### config.mk
export PLATFORM = sky130hd
export DESIGN_NAME = change_dispenser
export DESIGN_NICKNAME = d
export VERILOG_FILES = /design/src/rtl/change_dispenser.sv
export SDC_FILE = /design/constraint.sdc
export NUM_CORES = 1
export LEC_CHECK = 0
export BUFFER_PORTS_ARGS = -buffer_cell sky130_fd_sc_hd__buf_4
export CAP_MARGIN = 20
export CORE_MARGIN = 2
export CORE_UTILIZATION = 35
export CTS_BUF_LIST = sky130_fd_sc_hd__clkbuf_8
export DETAILED_ROUTE_END_ITERATION = 8
export PLACE_DENSITY = 0.57
export SETUP_SLACK_MARGIN = 0.2
export SKIP_LAST_GASP = 1
export SLEW_MARGIN = 30
export SYNTH_ARGS = -nofsm -noshare
export SYNTH_HDL_FRONTEND = slang
export SYNTH_SLANG_ARGS = --single-unit
### constraint.sdc
create_clock -name clk -period 4.52 [get_ports clk]
set_input_delay 0.226 -clock clk [delete_from_list [all_inputs] [get_ports clk]]
set_output_delay 0.226 -clock clk [all_outputs]
set_load 0.02 [all_outputs]
### src/rtl/change_dispenser.sv
// Refund payout engine: latches the customer balance and pays it to the coin hopper
// greedily (5, 1, then 0.5 units), one valid/ack handshake per coin.
module change_dispenser #(
  parameter int unsigned ACK_TIMEOUT = 15,
  parameter int unsigned TO_W        = 8
) (
  input  logic       clk,
  input  logic       rstn,
  input  logic       refund_req,
  input  logic [6:0] balance,
  input  logic       half_flag,
  input  logic       hopper_ack,
  input  logic       fault_clr,
  output logic       coin_valid,
  output logic [1:0] coin_type,
  output logic       busy,
  output logic       done,
  output logic       fault,
  output logic [6:0] remain,
  output logic       remain_half,
  output logic [4:0] cnt5,
  output logic [2:0] cnt1,
  output logic       cnt_half
);

  typedef enum logic [2:0] {
    StIdle,
    StLoad,
    StSel,
    StIssue,
    StGap,
    StDone,
    StFault
  } state_e;

  localparam logic [1:0] CoinNone = 2'b00;
  localparam logic [1:0] CoinHalf = 2'b01;
  localparam logic [1:0] CoinOne  = 2'b10;
  localparam logic [1:0] CoinFive = 2'b11;

  localparam logic [TO_W-1:0] AckTimeout = TO_W'(ACK_TIMEOUT);

  state_e          state_q, state_d;
  logic [1:0]      type_q, type_d;
  logic [TO_W-1:0] to_q, to_d;
  logic [TO_W-1:0] to_inc;
  logic [6:0]      remain_q, remain_d;
  logic            half_q, half_d;
  logic [4:0]      cnt5_q, cnt5_d;
  logic [2:0]      cnt1_q, cnt1_d;
  logic            cnth_q, cnth_d;

  assign to_inc = to_q + TO_W'(1);

  always_ff @(posedge clk or negedge rstn) begin
    if (!rstn) begin
      state_q  <= StIdle;
      type_q   <= CoinNone;
      to_q     <= '0;
      remain_q <= '0;
      half_q   <= 1'b0;
      cnt5_q   <= '0;
      cnt1_q   <= '0;
      cnth_q   <= 1'b0;
    end else begin
      state_q  <= state_d;
      type_q   <= type_d;
      to_q     <= to_d;
      remain_q <= remain_d;
      half_q   <= half_d;
      cnt5_q   <= cnt5_d;
      cnt1_q   <= cnt1_d;
      cnth_q   <= cnth_d;
    end
  end

  always_comb begin
    state_d  = state_q;
    type_d   = type_q;
    to_d     = to_q;
    remain_d = remain_q;
    half_d   = half_q;
    cnt5_d   = cnt5_q;
    cnt1_d   = cnt1_q;
    cnth_d   = cnth_q;

    unique case (state_q)
      StIdle: begin
        if (refund_req) begin
          state_d  = StLoad;
          remain_d = balance;
          half_d   = half_flag;
          cnt5_d   = '0;
          cnt1_d   = '0;
          cnth_d   = 1'b0;
        end
      end
      StLoad: state_d = StSel;
      StSel: begin
        to_d = '0;
        if (remain_q >= 7'd5) begin
          type_d  = CoinFive;
          state_d = StIssue;
        end else if (remain_q != 7'd0) begin
          type_d  = CoinOne;
          state_d = StIssue;
        end else if (half_q) begin
          type_d  = CoinHalf;
          state_d = StIssue;
        end else begin
          state_d = StDone;
        end
      end
      StIssue: begin
        // An ack arriving on the final allowed cycle takes priority over the timeout.
        if (hopper_ack) begin
          state_d = StGap;
          case (type_q)
            CoinFive: begin
              remain_d = remain_q - 7'd5;
              cnt5_d   = cnt5_q + 5'd1;
            end
            CoinOne: begin
              remain_d = remain_q - 7'd1;
              cnt1_d   = cnt1_q + 3'd1;
            end
            CoinHalf: begin
              half_d = 1'b0;
              cnth_d = 1'b1;
            end
            default: ;
          endcase
        end else begin
          to_d = to_inc;
          if (to_inc == AckTimeout) state_d = StFault;
        end
      end
      StGap:  state_d = StSel;
      StDone: state_d = StIdle;
      StFault: begin
        if (fault_clr) state_d = StIdle;
      end
      default: state_d = StIdle;
    endcase
  end

  assign coin_valid  = (state_q == StIssue);
  assign coin_type   = coin_valid ? type_q : CoinNone;
  assign busy        = (state_q != StIdle);
  assign done        = (state_q == StDone);
  assign fault       = (state_q == StFault);
  assign remain      = remain_q;
  assign remain_half = half_q;
  assign cnt5        = cnt5_q;
  assign cnt1        = cnt1_q;
  assign cnt_half    = cnth_q;

endmodule
==> impl_metrics.py <==
metrics = {
    "run_status": {
        "status": "completed",
    },
    "setup_path": {
        "worst_ep_arrival_time_ps": 2420,
        "cp_data_required_time_ps": 4680,
        "crit_path_end_kind": "flop",
        "worstSetupPathType": "reg2reg",
        "critPathLaunchType": "flop",
        "path_max_fanout": 21,
    },
    "sta": {
        "fmax_mhz": 443,
        "setup_viol": 0,
        "slew_headroom_pct": 57.4,
        "fin_crit_sh_pct": 50.0,
        "fin_crit_ps": 2260,
        "finalMaxSlewViolations": 0,
        "rsz0062_at_grt": "false",
        "worstMarginPinSlew_ps": 636,
        "setup_slack_ps": 2260,
        "hold_violations": 0,
        "skew_ps": 8.90,
        "fin_tns_setup_ps": 0,
    },
    "routing": {
        "drtAntennaViolNets": 0,
        "wire_per_inst_um": 13.6,
        "num_vias": 1596,
        "drc_errors": 0,
        "avgViaCountPerCell": 5.17,
        "drt_pre_antenna_iters": 6,
        "finalWirelength_um": 4200,
        "drtIter0Drc": 108,
    },
    "placed_design": {
        "place_hpwl_um": 3040,
        "post-place-ws_ps": 2300,
        "dpl_cell_area_um2": 2160,
        "globalplace.congestion": 0.820,
        "port_buffers": 35,
    },
    "synth": {
        "synth_nets": 223,
        "synth_top_area_share_pct": 40.9,
        "yosysSeqAreaShare_pct": 40.9,
        "synth_top_area_cell": "dfrtp_1",
        "synth_flop_cell": "dfrtp_1",
        "yosys-top-cells-area": "dfrtp_1, ha_1, nand2_1",
        "avgSynthCellArea_um2": 9.04,
        "synth.ff_latch_count": 30,
        "synth-edff-count": 0,
        "synth.distinct_cells": 48,
        "syn_inst": 203,
        "async_flop_share_pct": 100,
        "ys_warn_count": 0,
        "netlist_area_um2": 1840,
    },
    "pwr": {
        "p_switching_mw": 0.647,
        "pwr_density_cell_nw_per_um2": 624,
        "p_comb_share_pct": 49.8,
        "netSwitchingFraction_pct": 45.8,
        "pwr-share-clk_pct": 15.6,
        "intPower_mw": 0.767,
        "cellLeakagePower_nw": 1.02,
        "p_seq_share_pct": 34.6,
        "vdd_ir_drop_max_v": 0.000227,
        "finalPower_mw": 1.41,
    },
    "cells_and_area": {
        "final_cell_mix": "buf_4, dfrtp_1, nand2_1",
        "utilization_pct": 44.6,
        "drive_gt1_share_pct": 21.3,
        "fin_nets": 258,
        "layout_commonest_cell": "buf_4",
        "antenna_cells": 0,
        "synthToLayoutAreaGrowth_pct": 23.4,
        "stdcell_area_um2": 2270,
    },
    "global_route": {
        "antenna_found_initial": 0,
        "overflow": 0,
        "grtUsageTotal_pct": 15.3,
        "grt_pass1_wl_um": 6980,
        "grt_pass1_vias": 1428,
        "grt_max_degree": 31,
    },
    "job": {
        "maxCapViolations": 0,
    },
    "cts": {
        "cts_sinks": 30,
        "htreeDepth": 2,
        "numCtsBuffers": 5,
        "root_buffer": "clkbuf_8",
        "insertion_delay_ps": 290,
        "clock_path_buffers": 2,
        "cts_tree": "yes",
        "clk_pin_slew_ps": 70,
    },
    "floorplanning": {
        "rows": 26,
        "coreArea_um2": 5070,
        "die_w_um": 76.4,
        "die_height_um": 76.4,
        "start_util_pct": 36.2,
        "dieArea_um2": 5840,
        "ios": 36,
    },
    "worst_hold_path": {
        "worst_hold_path_type": "in2reg",
    },
}
-- registers in the layout, indices dropped and copies added (netlist names) --
signal and count:
cnt5 5, remain 7, type_q 2, to_q 8, cnt1 3, state_q 3, cnt_half 1, remain_half 1
-- worst max-delay path, cell delays in order, from the launching register on --
cell and delay, ps:
dfrtp_1 640, nand3b_1 340, inv_2 230, a221oi_4 430, nand4_1 150, mux2_1 330
-- synthesized netlist by cell type, types with 5 or more instances --
library cell,instances
a21oi_1,9
buf_2,5
dfrtp_1,30
ha_1,7
inv_1,9
nand2_1,19
nand2b_1,5
nand3_1,11
nand4_1,7
nor2_1,14
nor2b_1,9
nor3_1,6
o21ai_0,14
-- power by group through the flow --
stage          clock network (mW)  registers, mW  logic, mW
6_report                    0.221          0.489      0.704
3_3_place_gp                    0          0.489      0.701
5_1_grt                     0.244          0.510      0.778
2_1_floorplan                   0          0.491      0.475
3_5_place_dp                    0          0.491      0.707
4_1_cts                     0.232          0.486      0.710
-- final cells by class --
class	count	area (um^2)
Inverter	10	37.5
Sequential cell	30	751
Tap cell	70	87.6
Multi-Input combinational cell	155	1030
Fill cell	520	2810
Clock buffer	6	82.6
Clock inverter	2	8.76
Timing Repair Buffer	36	273
-- per-layer routing --
layer / global-route usage (%) / share of wire [%] / vias to the layer above / wire length [um]
met4: 7.45 / 1.9 / 0 / 78
met5: 0 / 0 / - / 0
met1: 22.4 / 51 / 738 / 2130
met3: 4.03 / 5.8 / 7 / 244
li1: - / - / 808 / -
met2: 20.5 / 42 / 43 / 1750
-- timing repair --
action                    CTS  global route
setup buffers               0             0
hold buffers                1             0
hold endpoints to repair   30             0
gates resized for setup     0             0
-- per-stage QoR --
stage	hold slack [ps]	cells
6_report	171	309
5_1_grt	180	309
4_1_cts	161	309
3_5_place_dp	183	300
3_3_place_gp	188	300
2_1_floorplan	-69.6	203
-- kinds of logic (layout without fill, tap and decap cells) --
logic type / count (synthesis) / count (layout) / share of synthesized area (%)
AOI/OAI and AO/OA: 52 / 52 / 19.9
xor gates and xnor gates: 2 / 2 / 0.955
adders and majority gates: 9 / 9 / 5.86
buffers and inverters: 18 / 54 / 4.02
DFF: 30 / 30 / 40.9
muxes: 7 / 7 / 4.16
and+or+nand+nor: 85 / 85 / 24.2
-- final timing paths --
| check | from | depth (start not counted) | slack [ps] | end |
|---|---|---|---|---|
| max | state_q[2] | 5 | 2260 | cnt5[3] |
| min | hopper_ack | 2 | 170 | state_q[0] |
| max reg2reg | state_q[2] | 5 | 2260 | cnt5[3] |
| min reg2reg | cnt_half | 2 | 510 | cnt_half |
| max in group asynchronous | rstn | 2 | 3820 | cnt_half |
| min in group asynchronous | rstn | 2 | 410 | remain[1] |
Note: power is estimated with default switching activity, not from simulation.
